--- config.mk ---
export PLATFORM = sky130hd
export DESIGN_NAME = freq_meter_sequencer
export DESIGN_NICKNAME = d
export VERILOG_FILES = /design/src/rtl/freq_meter_pkg.sv /design/src/rtl/freq_meter_sequencer_gate_timer.sv /design/src/rtl/freq_meter_sequencer.sv
export SDC_FILE = /design/constraint.sdc
export NUM_CORES = 1
export LEC_CHECK = 0
export BUFFER_PORTS_ARGS = -buffer_cell sky130_fd_sc_hd__buf_2
export CORE_AREA = 4 4 99 64
export DETAILED_ROUTE_END_ITERATION = 10
export DIE_AREA = 0 0 103 68
export PLACE_DENSITY = 0.77
export SLEW_MARGIN = 10
export SYNTH_ARGS = -nofsm -noshare
export SYNTH_HDL_FRONTEND = slang
export SYNTH_SLANG_ARGS = --single-unit
--- constraint.sdc ---
create_clock -name clk -period 2.7 [get_ports clk]
set_input_delay 0.135 -clock clk [delete_from_list [all_inputs] [get_ports clk]]
set_output_delay 0.135 -clock clk [all_outputs]
set_load 0.05 [all_outputs]
--- src/rtl/freq_meter_pkg.sv ---
// Shared definitions for the frequency meter: FSM state codes and default
// sizing used by the sequencer, divider and accumulator.
package freq_meter_pkg;

  localparam int GATE_W_DEF     = 27;
  localparam int N_AVG_LOG2_DEF = 2;

  typedef enum logic [2:0] {
    FMS_IDLE  = 3'd0,
    FMS_CLEAR = 3'd1,
    FMS_GATE  = 3'd2,
    FMS_ADD   = 3'd3,
    FMS_DIV   = 3'd4,
    FMS_WAIT  = 3'd5,
    FMS_DONE  = 3'd6
  } fms_state_e;

endpackage

--- src/rtl/freq_meter_sequencer_gate_timer.sv ---
// Gate window down-counter. Loaded with the gate length, it counts down while
// enabled and flags the final cycle of the window (count == 1).
module gate_timer #(
  parameter int GATE_W = 27
) (
  input  logic              clk,
  input  logic              reset,
  input  logic              load,
  input  logic              enable,
  input  logic [GATE_W-1:0] load_val,
  output logic              expired
);

  localparam logic [GATE_W-1:0] ONE = {{(GATE_W-1){1'b0}}, 1'b1};

  logic [GATE_W-1:0] cnt_q;

  // Load takes priority; the floor at zero keeps the counter from wrapping.
  always_ff @(posedge clk) begin
    if (reset) begin
      cnt_q <= '0;
    end else if (load) begin
      cnt_q <= load_val;
    end else if (enable && (cnt_q != '0)) begin
      cnt_q <= cnt_q - ONE;
    end
  end

  assign expired = (cnt_q == ONE);

endmodule

--- src/rtl/freq_meter_sequencer.sv ---
// Measurement sequencer: times gate windows for the edge counter, collects
// 2**N_AVG_LOG2 counts into the accumulator, kicks the divider and flags the
// averaged result. Outputs are decoded from registered state only.
module freq_meter_sequencer
  import freq_meter_pkg::*;
#(
  parameter int GATE_W     = GATE_W_DEF,
  parameter int N_AVG_LOG2 = N_AVG_LOG2_DEF
) (
  input  logic                  clk,
  input  logic                  reset,
  input  logic                  start,
  input  logic                  continuous,
  input  logic [GATE_W-1:0]     gate_len,
  input  logic                  div_done,
  output logic                  cnt_clear,
  output logic                  cnt_enable,
  output logic                  acc_clear,
  output logic                  acc_add,
  output logic                  div_start,
  output logic                  result_valid,
  output logic                  busy,
  output logic [N_AVG_LOG2-1:0] sample_idx
);

  localparam logic [GATE_W-1:0]     GATE_ONE = {{(GATE_W-1){1'b0}}, 1'b1};
  localparam logic [N_AVG_LOG2-1:0] IDX_ONE  = {{(N_AVG_LOG2-1){1'b0}}, 1'b1};
  localparam logic [N_AVG_LOG2-1:0] IDX_LAST = '1;

  fms_state_e              state_q;
  logic [N_AVG_LOG2-1:0]   sample_idx_q;
  logic [GATE_W-1:0]       gate_q;
  logic [GATE_W-1:0]       gate_d;
  logic                    tmr_expired;

  // A zero gate length would give an empty window, so it is promoted to one cycle.
  assign gate_d = (gate_len == '0) ? GATE_ONE : gate_len;

  gate_timer #(
    .GATE_W (GATE_W)
  ) u_gate_timer (
    .clk      (clk),
    .reset    (reset),
    .load     (state_q == FMS_CLEAR),
    .enable   (state_q == FMS_GATE),
    .load_val (gate_q),
    .expired  (tmr_expired)
  );

  // Sequencer FSM with sample index and latched gate length.
  always_ff @(posedge clk) begin
    if (reset) begin
      state_q      <= FMS_IDLE;
      sample_idx_q <= '0;
      gate_q       <= GATE_ONE;
    end else begin
      case (state_q)
        FMS_IDLE: begin
          if (start || continuous) begin
            gate_q  <= gate_d;
            state_q <= FMS_CLEAR;
          end
        end
        FMS_CLEAR: state_q <= FMS_GATE;
        FMS_GATE: begin
          if (tmr_expired) state_q <= FMS_ADD;
        end
        FMS_ADD: begin
          if (sample_idx_q == IDX_LAST) begin
            sample_idx_q <= '0;
            state_q      <= FMS_DIV;
          end else begin
            sample_idx_q <= sample_idx_q + IDX_ONE;
            state_q      <= FMS_CLEAR;
          end
        end
        FMS_DIV: state_q <= FMS_WAIT;
        FMS_WAIT: begin
          if (div_done) state_q <= FMS_DONE;
        end
        FMS_DONE: begin
          if (continuous) begin
            gate_q  <= gate_d;
            state_q <= FMS_CLEAR;
          end else begin
            state_q <= FMS_IDLE;
          end
        end
        default: begin
          sample_idx_q <= '0;
          state_q      <= FMS_IDLE;
        end
      endcase
    end
  end

  assign busy         = (state_q != FMS_IDLE);
  assign cnt_clear    = (state_q == FMS_CLEAR);
  assign acc_clear    = (state_q == FMS_CLEAR) && (sample_idx_q == '0);
  assign cnt_enable   = (state_q == FMS_GATE);
  assign acc_add      = (state_q == FMS_ADD);
  assign div_start    = (state_q == FMS_DIV);
  assign result_valid = (state_q == FMS_DONE);
  assign sample_idx   = sample_idx_q;

endmodule

==> metrics.txt <==
final period utilization=0.879; Total GRT Usage=0.229; Min-Delay Path Depth=3; DRC violations left=0; min cycle time layout=2.37 ns; H-tree depth=3; Crit Path Category=reg -> reg; synth unique cells=51; Remaining Overflow, GRT=0; Req. time, crit path=2.95 ns; io pins=41; clock root cell=clkbuf_8; status=complete, no violations; Slew Viols, Final=0; dpl hpwl=5550 um; sequential-to-total area share from yosys stat=0.394; cell count along the critical path=5; cell at the slowest stage of the critical path=o31ai_2; worst min path class=in -> reg; commonest non-fill, non-tap cell in the layout=dfxtp_1; Mapped Avg Cell Area=8.73 um2; final hold violations=0; number of buffers and inverters on the critical path=0; net count after synthesis=379; total CTS buffers=9; clk buf depth=2; pwr dens=1290 mW/mm2; Core Region=0.00541 mm2; relative slew slack=0.508; GPL Wtd Cong=0.882; EDFF count, synth=0; vias=2743; RSZ-0062 raised after global routing=no; depth of the worst register-to-register path=5; nets=420; Routed WL per cell=16.5 um; CP max stage delay=0.55 ns; TritonRoute pass-1 iters=5; CP endpoint kind=flip-flop; Layout Skew=0.00701 ns; worst slew pin tran=0.736 ns; Peak VDD IR=0.605 mV; initial core utilization=0.553; most frequent cells in the layout=59 x dfxtp_1, 47 x nor2_1, 40 x buf_2; CTS Sinks=59; Clock transition at path regs=0.07 ns; Fin Setup TNS=0 ns; setup repair bufs after CTS=0; Area Growth Syn to Fin=16.8%; CP Launch Type=flip-flop; Post-CTS Hold Fix Bufs=0; Synth Register Bits=59; design area=0.00350 mm2; leak pwr=1.43 nW; crit path cell chain=nor4_4, nand4_1, o31ai_2, mux2_2, a211oi_1; Crit Path Max Fanout=9; worst path arrival time=2.63 ns; largest net degree at the start of global routing=39; Synth async-reset ratio=0; dpl cell area=0.00328 mm2; via/cell ratio=6.00; initial drt markers=212; Die X=103 um; post_cts resized=0; Post-Synthesis Cells=343; mapped cell area=0.00299 mm2; ant diodes=0; Fillers=453; # Max-Cap Violations=0; layout cell share with drive strength beyond 1=0.206; vias in the first global route=2438; Top FF cell, synth=dfxtp_1; CTS tree=built; first-pass GRT wire length=12300 um; Synth Warn #=0; die area=0.00700 mm2; Peak Freq=0.421 GHz; # setup viols final=0; worst skew pair latency=0.33 ns; Chip Height=68 um; CP top delay family=compound AO/OA/AOI/OAI gates; Pwr Total=4.50 mW; Final Core Density=0.646; Cell Rows=21; initial antenna violation count=0; ANT nets after route=0; Port Buf Inserts=40; total routed wirelength=7550 um
## layout make-up
cell class                      instances  area [um2]  area share
Clock buffer                           11         141      0.0404
Inverter                                7        26.3     0.00751
Timing Repair Buffer                   52         290      0.0830
Clock inverter                          4        75.1      0.0215
Tap cell                               69        86.3      0.0247
Sequential cell                        59        1180       0.338
Multi-Input combinational cell        255        1700       0.485
## registers in the layout, indices dropped and copies added (netlist names)
| register | count |
|---|---|
| gate_q | 27 |
| state_q | 3 |
| sample_idx | 2 |
| u_gate_timer.cnt_q | 27 |
## report_power, final
group	internal, mW	switching, mW
Sequential	1.13	0.272
Clock	0.540	0.349
Combinational	0.864	1.34
Total	2.53	1.96
## final timing paths
kind,start,to,slack [ns]
setup / recovery,u_gate_timer.cnt_q[10],u_gate_timer.cnt_q[7],0.33
hold / removal,gate_len[21],gate_q[21],0.05
setup reg to reg,u_gate_timer.cnt_q[10],u_gate_timer.cnt_q[7],0.33
hold reg to reg,gate_q[14],u_gate_timer.cnt_q[14],0.48
## tightest hold or removal path, cell delays in order
cell	delay (ns)
buf_2	0.09
mux2i_1	0.06
nor2_1	0.07
## cells by family (layout without fill, tap and decap cells)
group,after synthesis,after routing,share of synthesized area
AND/OR/NAND/NOR,149,149,0.269
AO/OA/AOI/OAI,67,67,0.166
XOR/XNOR,7,7,0.0205
adder cells (fa/ha/maj),4,4,0.0167
multiplexers,28,28,0.0940
buffers and inverters,29,74,0.0389
flip-flops,59,59,0.394
## cells in the mapped netlist (all sizes together), types with 2 or more instances
master / count / area (um2)
a31oi: 12 / 75.1
o21ai: 4 / 20.0
nor2: 47 / 176
o311ai: 9 / 93.8
nand3: 9 / 45.0
nand2b: 3 / 18.8
nor3: 11 / 60.1
and2: 2 / 12.5
clkbuf: 18 / 67.6
mux2i: 27 / 270
o22a: 2 / 17.5
o21bai: 2 / 15.0
nand3b: 5 / 37.5
buf: 4 / 22.5
a21oi: 11 / 55.1
or2: 6 / 37.5
o31ai: 4 / 35.0
xor2: 3 / 26.3
a311oi: 2 / 17.5
or4: 8 / 60.1
or3: 12 / 75.1
xnor2: 4 / 35.0
nor3b: 5 / 37.5
dfxtp: 59 / 1180
inv: 7 / 26.3
nand4: 2 / 12.5
nand4b: 2 / 17.5
o211ai: 6 / 45.0
ha: 4 / 50.1
nor4: 12 / 90.1
a211oi: 6 / 45.0
nand2: 19 / 71.3
o2111ai: 3 / 26.3
## routing by layer
metal	wire (um)	track usage	vias to the layer above
met5	0	0	-
met4	84	0.0743	0
met3	480	0.0489	9
met2	2990	0.304	84
met1	3990	0.360	1284
li1	-	-	1366
## stage by stage
stage                     worst slack, ns  hold slack [ns]  cells
after CTS                           0.324           0.0334    457
after global routing                0.159           0.0623    457
final                               0.327           0.0494    457
after detailed placement            0.334            0.391    442
after floorplan                     0.592            0.279    343
after global placement              0.490            0.381    442
Note: power is estimated with default switching activity, not from simulation.
